==> config.mk <==
export PLATFORM = sky130hd
export DESIGN_NAME = fft4_frame_loader
export DESIGN_NICKNAME = d
export VERILOG_FILES = /design/src/rtl/fft4_pkg.sv /design/src/rtl/fft4_frame_bank.sv /design/src/rtl/fft4_frame_loader.sv
export SDC_FILE = /design/constraint.sdc
export NUM_CORES = 1
export LEC_CHECK = 0
export BUFFER_PORTS_ARGS = -buffer_cell sky130_fd_sc_hd__buf_2
export CORE_ASPECT_RATIO = 0.7
export CORE_MARGIN = 3
export CORE_UTILIZATION = 31
export DETAILED_ROUTE_END_ITERATION = 8
export PLACE_DENSITY = 0.53
export SETUP_SLACK_MARGIN = 0.1
export SLEW_MARGIN = 15
export SYNTH_ARGS = -nofsm -noshare
export SYNTH_HDL_FRONTEND = slang
export SYNTH_SLANG_ARGS = --single-unit
==> constraint.sdc <==
create_clock -name clk -period 2 [get_ports clk]
set_input_delay 0.3 -clock clk [delete_from_list [all_inputs] [get_ports clk]]
set_output_delay 0.3 -clock clk [all_outputs]
set_load 0.005 [all_outputs]
==> src/rtl/fft4_pkg.sv <==
// fft4_pkg: shared widths and complex sample/frame types for the fft4 datapath.
package fft4_pkg;
    localparam int DEF_DATA_WIDTH = 8;
    localparam int N_POINTS = 4;
    typedef struct packed {
        logic signed [DEF_DATA_WIDTH-1:0] re;
        logic signed [DEF_DATA_WIDTH-1:0] im;
    } cplx_t;
    typedef cplx_t [N_POINTS-1:0] frame_t;
endpackage

==> src/rtl/fft4_frame_bank.sv <==
// fft4_frame_bank: 4-entry complex register file, sync clear, one write port, all entries readable.
module fft4_frame_bank import fft4_pkg::*; #(
    parameter int DW = DEF_DATA_WIDTH
) (
    input  logic                 clk,
    input  logic                 clr,
    input  logic                 we,
    input  logic [1:0]           addr,
    input  logic signed [DW-1:0] wr_real,
    input  logic signed [DW-1:0] wr_imag,
    output logic signed [DW-1:0] rd_real [N_POINTS],
    output logic signed [DW-1:0] rd_imag [N_POINTS]
);
    logic signed [DW-1:0] re_q [N_POINTS];
    logic signed [DW-1:0] re_d [N_POINTS];
    logic signed [DW-1:0] im_q [N_POINTS];
    logic signed [DW-1:0] im_d [N_POINTS];

    always_comb begin
        for (int k = 0; k < N_POINTS; k++) begin
            re_d[k] = clr ? '0 : (we && addr == 2'(k)) ? wr_real : re_q[k];
            im_d[k] = clr ? '0 : (we && addr == 2'(k)) ? wr_imag : im_q[k];
        end
    end

    always_ff @(posedge clk) begin
        re_q <= re_d;
        im_q <= im_d;
    end

    assign rd_real = re_q;
    assign rd_imag = im_q;
endmodule

==> src/rtl/fft4_frame_loader.sv <==
// fft4_frame_loader: serial complex samples -> 4-sample parallel frames via a ping-pong bank pair.
module fft4_frame_loader import fft4_pkg::*; #(
    parameter int DATA_WIDTH = DEF_DATA_WIDTH,
    parameter int CNT_WIDTH  = 16
) (
    input  logic                         clk,
    input  logic                         rst_n,
    input  logic                         en,
    input  logic                         flush,
    input  logic                         in_valid,
    output logic                         in_ready,
    input  logic signed [DATA_WIDTH-1:0] in_real,
    input  logic signed [DATA_WIDTH-1:0] in_imag,
    input  logic                         in_last,
    output logic signed [DATA_WIDTH-1:0] out0_real,
    output logic signed [DATA_WIDTH-1:0] out1_real,
    output logic signed [DATA_WIDTH-1:0] out2_real,
    output logic signed [DATA_WIDTH-1:0] out3_real,
    output logic signed [DATA_WIDTH-1:0] out0_imag,
    output logic signed [DATA_WIDTH-1:0] out1_imag,
    output logic signed [DATA_WIDTH-1:0] out2_imag,
    output logic signed [DATA_WIDTH-1:0] out3_imag,
    output logic                         out_valid,
    input  logic                         out_ready,
    output logic                         frame_err,
    output logic [CNT_WIDTH-1:0]         frame_cnt,
    output logic [CNT_WIDTH-1:0]         err_cnt
);
    logic [1:0]           full_q, full_d;
    logic                 wr_bank_q, wr_bank_d, rd_bank_q, rd_bank_d;
    logic [1:0]           wr_cnt_q, wr_cnt_d;
    logic                 frame_err_q, frame_err_d;
    logic [CNT_WIDTH-1:0] frame_cnt_q, frame_cnt_d, err_cnt_q, err_cnt_d;
    logic                 acc, good, drop, hand, clr;
    logic signed [DATA_WIDTH-1:0] b0_re [N_POINTS];
    logic signed [DATA_WIDTH-1:0] b0_im [N_POINTS];
    logic signed [DATA_WIDTH-1:0] b1_re [N_POINTS];
    logic signed [DATA_WIDTH-1:0] b1_im [N_POINTS];

    assign in_ready  = rst_n & en & ~flush & ~full_q[wr_bank_q];
    assign out_valid = rst_n & full_q[rd_bank_q];
    assign acc  = in_valid & in_ready;
    // A frame closes on slot 3 with in_last; any disagreement between the two drops it.
    assign good = acc & (wr_cnt_q == 2'd3) & in_last;
    assign drop = acc & ((wr_cnt_q == 2'd3) != in_last);
    assign hand = out_valid & out_ready & en & ~flush;
    assign clr  = ~rst_n | flush;

    always_comb begin
        full_d = full_q;
        if (good)
            full_d[wr_bank_q] = 1'b1;
        if (hand)
            full_d[rd_bank_q] = 1'b0;
        full_d      = flush ? 2'b00 : full_d;
        wr_cnt_d    = flush ? 2'd0 : !acc ? wr_cnt_q : (wr_cnt_q == 2'd3 || in_last) ? 2'd0 : wr_cnt_q + 2'd1;
        wr_bank_d   = flush ? 1'b0 : wr_bank_q ^ good;
        rd_bank_d   = flush ? 1'b0 : rd_bank_q ^ hand;
        frame_err_d = flush ? 1'b0 : en ? drop : frame_err_q;
        frame_cnt_d = hand ? frame_cnt_q + CNT_WIDTH'(1) : frame_cnt_q;
        err_cnt_d   = (drop && !(&err_cnt_q)) ? err_cnt_q + CNT_WIDTH'(1) : err_cnt_q;
    end

    always_ff @(posedge clk) begin
        if (!rst_n) begin
            full_q      <= '0;
            wr_bank_q   <= 1'b0;
            rd_bank_q   <= 1'b0;
            wr_cnt_q    <= '0;
            frame_err_q <= 1'b0;
            frame_cnt_q <= '0;
            err_cnt_q   <= '0;
        end else begin
            full_q      <= full_d;
            wr_bank_q   <= wr_bank_d;
            rd_bank_q   <= rd_bank_d;
            wr_cnt_q    <= wr_cnt_d;
            frame_err_q <= frame_err_d;
            frame_cnt_q <= frame_cnt_d;
            err_cnt_q   <= err_cnt_d;
        end
    end

    fft4_frame_bank #(.DW(DATA_WIDTH)) u_bank0 (
        .clk(clk), .clr(clr), .we(acc & ~wr_bank_q), .addr(wr_cnt_q),
        .wr_real(in_real), .wr_imag(in_imag), .rd_real(b0_re), .rd_imag(b0_im)
    );

    fft4_frame_bank #(.DW(DATA_WIDTH)) u_bank1 (
        .clk(clk), .clr(clr), .we(acc & wr_bank_q), .addr(wr_cnt_q),
        .wr_real(in_real), .wr_imag(in_imag), .rd_real(b1_re), .rd_imag(b1_im)
    );

    assign out0_real = rd_bank_q ? b1_re[0] : b0_re[0];
    assign out1_real = rd_bank_q ? b1_re[1] : b0_re[1];
    assign out2_real = rd_bank_q ? b1_re[2] : b0_re[2];
    assign out3_real = rd_bank_q ? b1_re[3] : b0_re[3];
    assign out0_imag = rd_bank_q ? b1_im[0] : b0_im[0];
    assign out1_imag = rd_bank_q ? b1_im[1] : b0_im[1];
    assign out2_imag = rd_bank_q ? b1_im[2] : b0_im[2];
    assign out3_imag = rd_bank_q ? b1_im[3] : b0_im[3];
    assign frame_err = frame_err_q;
    assign frame_cnt = frame_cnt_q;
    assign err_cnt   = err_cnt_q;
endmodule

==> flow_summary.toml, run 1 <==
[grt]
overflow = 0
grt_pass1_wl_um = 31200
met1_usage_pct = 23.4
met3_usage_pct = 2.87
use_met2_pct = 22.6
grt_antenna_before_repair = 0
grt_usage_pct = 15.5
top_usage_layer = "met1"
grt_max_degree = 72
first_global_vias = 5556

[route]
detail-route-antenna-nets = 0
wirelength_um = 20500
wl_per_cell_um = 16.6
vias_per_cell = 4.75
route.vias.total = 5892
drc = 0
dr.pass1.iters = 4
drt_iter0_drc = 301

[timing]
slew_headroom_pct = 71.8
rsz0062_at_grt = "yes"
slew_viol_final = 0
tightest_slew_ns = 0.420
period_minus_slack_ns = 1.90
fmax_mhz = 526
fin_tns_setup_ns = 0
setup_viol = 0
hold_slack_ns = 0.178
clock_skew_ns = 0.00902
fin_crit_sh_pct = 95.0
final_hold_viol_count = 0

[finish]
mostFrequentLayoutCells = "165 x dfxtp_1, 125 x nand2_1, 113 x buf_2, 91 x mux2i_1, 89 x nor2_1"
syn2layout_area_growth_pct = 25.2
drive_above_1_share_pct = 30.3
layout.nets = 945
layout_commonest_cell = "dfxtp_1"
fin_util_pct = 40.2
n_antenna_cell = 0

[floorplan]
die_area_um2 = 25800
initial_core_util_pct = 32.1
io-pin-count = 122
rows = 46
fp.dieH_um = 135
die_x_um = 191
coreArea_um2 = 23100

[synth]
yosysUniqueCellTypes = 47
async_flop_share_pct = 0
synth_warnings = 0
syn_avg_cell_area_um2 = 9.28
syn_inst = 798
ys.flop_type = "dfxtp_1"
synth_fp_nets = 828
ys_seq_area_share_pct = 45.1
ys_seq_elements = 167
netlist_area_um2 = 7410
synth_edf_count = 0

[setup_path]
cp_slowest_cell = "dfxtp_4"
crit_chain = "buf_12 > buf_16 > mux2_2 > buf_2"
cp_max_fo = 12
required_ns = 1.70
worst-path-buf-inv = 3
setup.worst_path.class = "reg -> out"
slowest_delay_ns = 0.41
endpoint_kind = "output pin"
start_kind = "register"
cp_top_family = "buffers and inverters"
crit_arrival_ns = 1.60

[power_and_ir_drop]
pwr_density_cell_nw_per_um2 = 739
leakage_uw = 0.00418
ir_drop_mv = 0.547

[outcome]
outcome = "finished clean"

[clock_network]
cts_tree = "built"
path_clk_slew_ns = 0.07
cts.path.max_buffers = 2
clock-root-buffer = "clkbuf_16"
clk_latency_ns = 0.42
clock-sinks = 167
cts-buffers-inserted = 17
cts_hold_buf = 0
htree_levels = 4

[placed_design]
gp_congestion = 0.758
dpl.hpwl_um = 13100
io_buffer_count = 121

[hold_path]
hp-class = "in -> reg"

[job]
drv_cap = 0
[layer usage]
| metal | up-vias | wire length, um |
|---|---|---|
| met3 | 11 | 572 |
| met5 | - | 0 |
| li1 | 2989 | - |
| met4 | 0 | 163 |
| met2 | 72 | 8640 |
| met1 | 2820 | 11100 |
[logic make-up (layout without fill, tap and decap cells)]
kind of cell             count (synthesis)  count (layout)  synth area share, %
XOR/XNOR                                 4               4                0.473
adder cells (fa/ha/maj)                  7               7                 1.18
multiplexers                           157             157                 22.4
flip-flops                             167             167                 45.1
AND/OR/NAND/NOR                        301             303                 19.3
AO/OA/AOI/OAI                           88              88                 6.69
buffers and inverters                   74             202                 4.76
[flip-flops by register name, summed over array words and instances, names as in the netlist]
register / cells
err_cnt: 16
frame_cnt: 16
frame_err: 1
full_q: 2
rd_bank_q: 1
u_bank0.rd_imag: 32
u_bank0.rd_real: 32
u_bank1.rd_imag: 32
u_bank1.rd_real: 32
wr_bank_q: 1
wr_cnt_q: 2
[report_power, final]
| part | switching, uW | leakage, uW | internal [uW] |
|---|---|---|---|
| registers | 1.91 | 0.00135 | 3320 |
| clock network | 1510 | 0.000284 | 1810 |
| logic | 152 | 0.00255 | 55.3 |
| total | 1670 | 0.00418 | 5190 |
[synthesized netlist by cell type (all sizes together) (8+ instances only)]
library cell / number / share of area, %
a21oi: 64 / 4.3
mux2: 65 / 9.9
nor2: 89 / 4.5
mux2i: 92 / 12
o31ai: 10 / 1.0
nand4: 14 / 1.3
dfxtp: 167 / 45
nor4: 8 / 1.0
or4: 12 / 1.2
nand2b: 12 / 1.0
nand3: 20 / 1.9
buf: 22 / 2.1
clkbuf: 45 / 2.3
nand2: 125 / 6.3
[path summary, 6_finish.rpt]
path	startpoint	end	slack, ns	cells after the start
max	rd_bank_q$_SDFF_PP0_	out0_imag[3]	0.10	4
min	en	frame_err$_SDFFE_PP0P_	0.18	3
max reg2reg	wr_cnt_q[0]$_SDFFE_PP0N_	err_cnt[4]$_SDFFE_PN0P_	0.23	6
min reg2reg	u_bank0.rd_imag[30]$_SDFFE_PP0P_	u_bank0.rd_imag[30]$_SDFFE_PP0P_	0.45	2
[worst reg2reg max path, delay by kind of cell, from the launching register on]
kind / cells / cell delay [ns]
AND/OR/NAND/NOR: 2 / 0.67
adder cells (fa/ha/maj): 2 / 0.48
flip-flops: 1 / 0.34
AO/OA/AOI/OAI: 1 / 0.15
buffers and inverters: 1 / 0.08
[final cells by class]
type,count,area (um^2)
tap,312,390
multi-input combinational,559,3810
timing repair buffer,163,1100
inverter,7,26.3
clock buffer,18,439
sequential,167,3350
clock inverter,14,160
fill,2337,13800
[repair_timing]
action	CTS	global route
endpoints found under the setup margin	65	65
resized for setup	3	30
buffers inserted	3	5
cloned	2	3
pin swaps	1	1
[through the flow]
stage	cells	instance area [um^2]	worst slack [ns]	power, uW
global placement	1195	8370	0.140	3600
global route	1240	9280	0.0384	7090
detailed placement	1195	8370	0.0870	3600
CTS	1232	9050	0.0510	6940
finish	1240	9280	0.101	6860
floorplan	798	7410	0.193	3520
No activity file was read; power rests on OpenSTA's default activity.
==> inputs of run 2 (changes only) <==
- CORE_UTILIZATION: 31 -> 25
- PLACE_DENSITY: 0.53 -> 0.46
==> run 2 against run 1 <==
Sequential share of layout area down 0.26 points. Total power down 1.3%. Via count up 0.71%. Worst setup slack worse by 0.0058 ns. Die area up 23%. Clock skew about the same. Flip-flop and latch count unchanged. First-iteration DRC count down 14%. Clock power down 3%. Register-to-register slack worse by 0.02 ns. Critical path depth unchanged. Utilization down 8.0 points. Critical path type unchanged. Highest routed layer unchanged.
==> flow_summary.toml, run 2 (synthesis gave the netlist of run 1 again) <==
[outcome]
outcome = "finished clean"

[setup_path]
setup.worst_path.class = "reg -> out"
start_kind = "register"
cp_slowest_cell = "dfxtp_4"
cp_top_family = "buffers and inverters"
r2r-end = "err_cnt[13]$_SDFFE_PN0P_"
worst-path-buf-inv = 3
required_ns = 1.70
endpoint_kind = "output pin"
crit_arrival_ns = 1.61
crit_chain = "buf_12 > clkbuf_16 > mux2_2 > buf_6"
r2r_start = "wr_cnt_q[1]$_SDFFE_PP0N_"
rr_worst_depth = 7
crit_start = "rd_bank_q$_SDFF_PP0_"
cp_max_fo = 6
slowest_delay_ns = 0.40
reg2reg_slack_ns = 0.21

[clock_network]
clk_latency_ns = 0.43
clock-sinks = 167
clock-root-buffer = "clkbuf_16"
cts-buffers-inserted = 17
path_clk_slew_ns = 0.07
cts_hold_buf = 0
htree_levels = 4
cts.path.max_buffers = 2
cts_tree = "built"

[timing]
fin_tns_setup_ns = 0
fin_crit_sh_pct = 95.3
slew_viol_final = 0
final_hold_viol_count = 0
rsz0062_at_grt = "yes"
period_minus_slack_ns = 1.91
tightest_slew_ns = 0.508
clock_skew_ns = 0.00931
slew_headroom_pct = 66.0
fmax_mhz = 525
setup_viol = 0

[power_and_ir_drop]
p_switching_uw = 1620
p_int_uw = 5150
power.share.clock_pct = 47.6
p_seq_share_pct = 49.2
pwr-share-comb_pct = 3.2
leakage_uw = 0.00414
p_total_uw = 6770
swShare_pct = 23.9
ir_drop_mv = 0.409
pwr_density_cell_nw_per_um2 = 724

[floorplan]
coreArea_um2 = 29000
initial_core_util_pct = 25.5
fp.dieH_um = 150
rows = 52
die_area_um2 = 31800
io-pin-count = 122
die_x_um = 212

[route]
vias_per_cell = 4.56
drt_iter0_drc = 258
dr.pass1.iters = 4
wl_per_cell_um = 16.6
detail-route-antenna-nets = 0
route.vias.total = 5934
drc = 0
wirelength_um = 21600

[grt]
grt_pass1_wl_um = 33200
grt_usage_pct = 13.6
overflow = 0
first_global_vias = 5567
grt_antenna_before_repair = 0
grt_max_degree = 34

[finish]
layout_commonest_cell = "dfxtp_1"
syn2layout_area_growth_pct = 26.3
mostFrequentLayoutCells = "163 x dfxtp_1, 125 x nand2_1, 110 x buf_2, 91 x mux2i_1, 89 x nor2_1"
n_antenna_cell = 0
layout.nets = 939
drive_above_1_share_pct = 30.0

[hold_path]
hold_end = "frame_err$_SDFFE_PP0P_"
min_from = "en"
hp-class = "in -> reg"
holdPathStages = 3

[job]
drv_cap = 0

[placed_design]
dpl.hpwl_um = 14100
io_buffer_count = 121
gp_congestion = 0.758
## run 2: changes by cell type in the layout (fill, tap and decap cells not counted), moves of 3 or more
cell | previous run | this run
buf_12 | 5 | 8
buf_6 | 10 | 13
mux2_2 | 53 | 56
mux2_4 | 12 | 9
buf_2 | 113 | 110
buf_4 | 32 | 23
## run 2: final cells by class
type	count	area, um^2
fillers	3022	19700
multi-input cells	558	3800
flip-flops and latches	167	3350
repair buffers	158	1140
well taps	378	473
clock buffers	20	447
clock inverters	12	116
inverters	7	26.3
## run 2: power by group through the flow
stage                     clock network (uW)  registers (uW)  logic [uW]
after detailed placement                   0            3400         215
after global routing                    3500            3330         240
after global placement                     0            3400         216
final                                   3220            3330         220
after floorplan                            0            3400         119
after CTS                               3360            3330         215
## run 2: worst max-delay path by stage
stage	to	slack [ns]	depth (start not counted)
after floorplan	err_cnt[13]$_SDFFE_PN0P_	0.19	7
after global placement	err_cnt[9]$_SDFFE_PN0P_	0.13	7
after detailed placement	err_cnt[10]$_SDFFE_PN0P_	0.1	7
after CTS	out1_real[1]	0.04	4
after global routing	out1_imag[4]	0.04	4
final	out2_real[4]	0.09	4
## run 2: worst min-delay path, stage by stage
cell,delay (ns)
buf_2,0.10
nand2b_1,0.10
a21oi_1,0.06
## run 2: what timing repair did
action / in CTS / in global routing
pin swaps: 0 / 1
resized for setup: 5 / 31
cloned: 2 / 2
setup buffers: 3 / 2
setup endpoints to repair: 67 / 73
## run 2: metal layers
layer  vias to the layer above  share of wire [%]  global-route usage [%]
met1                      2828                 53                    21.0
li1                       2989                  -                       -
met5                         -                  0                       0
met2                       101                 41                    18.9
met3                        16                4.7                    2.87
met4                         0                1.3                    3.71
## run 2: stage by stage
step / hold WS [ns] / cells / cell area, um^2 / setup WS [ns] / util [%]
after global placement: 0.439 / 1259 / 8490 / 0.125 / 29.2
final: 0.176 / 1300 / 9350 / 0.0948 / 32.2
after detailed placement: 0.445 / 1259 / 8490 / 0.0969 / 29.2
after CTS: 0.152 / 1296 / 9160 / 0.0443 / 31.5
after floorplan: 0.434 / 798 / 7410 / 0.193 / -
after global routing: 0.175 / 1300 / 9350 / 0.0433 / 32.2
==> inputs of run 3 (changes only) <==
- CTS_CLUSTER_SIZE: default -> 14
- clock period: 2 -> 2.05 ns (I/O delays scaled with it)
==> run 3 against run 2 <==
Register-to-register slack barely moved. Combinational power fell by 2%. Largest cell class unchanged. Sequential share of layout area rose by 0.32 points. Global-route usage fell by 0.40 points. Sequential power fell by 2%. Clock skew barely moved. Clock-buffer cell count fell by 2. Critical endpoint is now out0_imag[7]. Flip-flop and latch count did not move. Design area fell by 0.95%. Utilization fell by 0.31 points.
==> flow_summary.toml, run 3 (synthesis gave the netlist of run 1 again) <==
[clock_network]
cts.path.max_buffers = 2
cts_tree = "built"
htree_levels = 4
clk_latency_ns = 0.43
clock-root-buffer = "clkbuf_16"
path_clk_slew_ns = 0.07
clock-sinks = 167
cts_hold_buf = 0
cts-buffers-inserted = 17

[timing]
setup_viol = 0
final_hold_viol_count = 0
slew_viol_final = 0
rsz0062_at_grt = "yes"
tightest_slew_ns = 0.522
fin_crit_sh_pct = 94.7
clock_skew_ns = 0.00930
fin_tns_setup_ns = 0
fmax_mhz = 515
slew_headroom_pct = 65.1
period_minus_slack_ns = 1.94

[setup_path]
cp_slowest_cell = "dfxtp_4"
slowest_delay_ns = 0.44
crit_arrival_ns = 1.63
endpoint_kind = "output pin"
required_ns = 1.74
cp_max_fo = 26
crit_chain = "buf_16 > mux2_2 > buf_2"
setup.worst_path.class = "reg -> out"
start_kind = "register"

[route]
dr.pass1.iters = 4
drt-met1-wl_um = 11700
drt_iter0_drc = 311
drc = 0
vias_per_cell = 4.53
routed.top_layer = "met4"
wl_met3_um = 854
detail-route-antenna-nets = 0
wirelength_um = 21700
wl_met2_um = 8960
route.vias.total = 5905
wl_per_cell_um = 16.6

[power_and_ir_drop]
swShare_pct = 23.9
power.share.clock_pct = 49.1
p_seq_share_pct = 47.8
p_int_uw = 5170
p_switching_uw = 1630
pwr_density_cell_nw_per_um2 = 734
ir_drop_mv = 0.451
leakage_uw = 0.00415
pwr-share-comb_pct = 3.2

[grt]
first_global_vias = 5502
grt_max_degree = 52
grt_antenna_before_repair = 0
overflow = 0
grt_usage_pct = 13.2
grt_pass1_wl_um = 32400

[job]
drv_cap = 0

[finish]
drive_above_1_share_pct = 29.8
layout_commonest_cell = "dfxtp_1"
n_antenna_cell = 0
layout.nets = 942
fin_util_pct = 31.9
mostFrequentLayoutCells = "165 x dfxtp_1, 125 x nand2_1, 121 x buf_2, 91 x mux2i_1, 89 x nor2_1"
syn2layout_area_growth_pct = 25.1

[floorplan]
initial_core_util_pct = 25.5
io-pin-count = 122
die_area_um2 = 31800
fp.dieH_um = 150
die_x_um = 212
rows = 52
coreArea_um2 = 29000

[placed_design]
io_buffer_count = 121
gp_congestion = 0.749
dpl.hpwl_um = 14300

[hold_path]
hp-class = "in -> reg"

[outcome]
outcome = "finished clean"
run 3: cell count changes in the layout (fill, tap and decap cells not counted), moves of 5 or more:
cell | previous run | this run
buf_4 | 23 | 28
mux2_2 | 56 | 64
buf_6 | 13 | 1
buf_2 | 110 | 121
mux2_4 | 9 | 1
run 3: what timing repair did:
item / in CTS / in global routing
gates resized for setup: 2 / 4
endpoints found under the setup margin: 56 / 77
pin swaps: 1 / 1
setup buffers: 5 / 1
gates cloned: 0 / 2
run 3: per-layer routing:
metal	GRT usage (%)	vias up
met5	0	-
met4	2.31	0
met3	3.56	6
met2	18.6	94
met1	20.2	2818
li1	-	2987
run 3: path summary, 6_finish.rpt:
path	from	end	slack, ns	cells past startpoint
worst max-delay path	rd_bank_q$_SDFF_PP0_	out0_imag[7]	0.11	3
worst min-delay path	en	frame_err$_SDFFE_PP0P_	0.19	3
worst max register to register	wr_cnt_q[0]$_SDFFE_PP0N_	err_cnt[8]$_SDFFE_PN0P_	0.22	7
worst min register to register	u_bank0.rd_imag[25]$_SDFFE_PP0P_	u_bank0.rd_imag[25]$_SDFFE_PP0P_	0.45	2
run 3: power by group through the flow:
stage / Sequential (uW) / Clock (uW) / Combinational (uW)
after floorplan: 3320 / 0 / 116
after global placement: 3320 / 0 / 211
after detailed placement: 3320 / 0 / 213
after CTS: 3240 / 3470 / 216
after global routing: 3240 / 3610 / 236
final: 3250 / 3340 / 216
run 3: final cells by class:
cell class	instances	area [um^2]
Clock buffer	18	439
Clock inverter	14	163
Fill cell	3027	19800
Inverter	7	26.3
Multi-Input combinational cell	558	3750
Sequential cell	167	3350
Tap cell	378	473
Timing Repair Buffer	161	1060
run 3: metrics by stage:
step | hold WS, ns | power, uW | instances | setup slack, ns | instance area, um^2
floorplan | 0.434 | 3440 | 798 | 0.243 | 7410
global placement | 0.440 | 3530 | 1263 | 0.144 | 8530
detailed placement | 0.445 | 3530 | 1263 | 0.107 | 8530
CTS | 0.160 | 6930 | 1300 | 0.0202 | 9200
global route | 0.189 | 7090 | 1303 | 0.0435 | 9260
finish | 0.192 | 6800 | 1303 | 0.108 | 9260
run 3: worst max-delay path, delay by kind of cell (launching register included):
family | cells | cell delay [ns]
DFF | 1 | 0.44
buffers and inverters | 2 | 0.36
muxes | 1 | 0.40
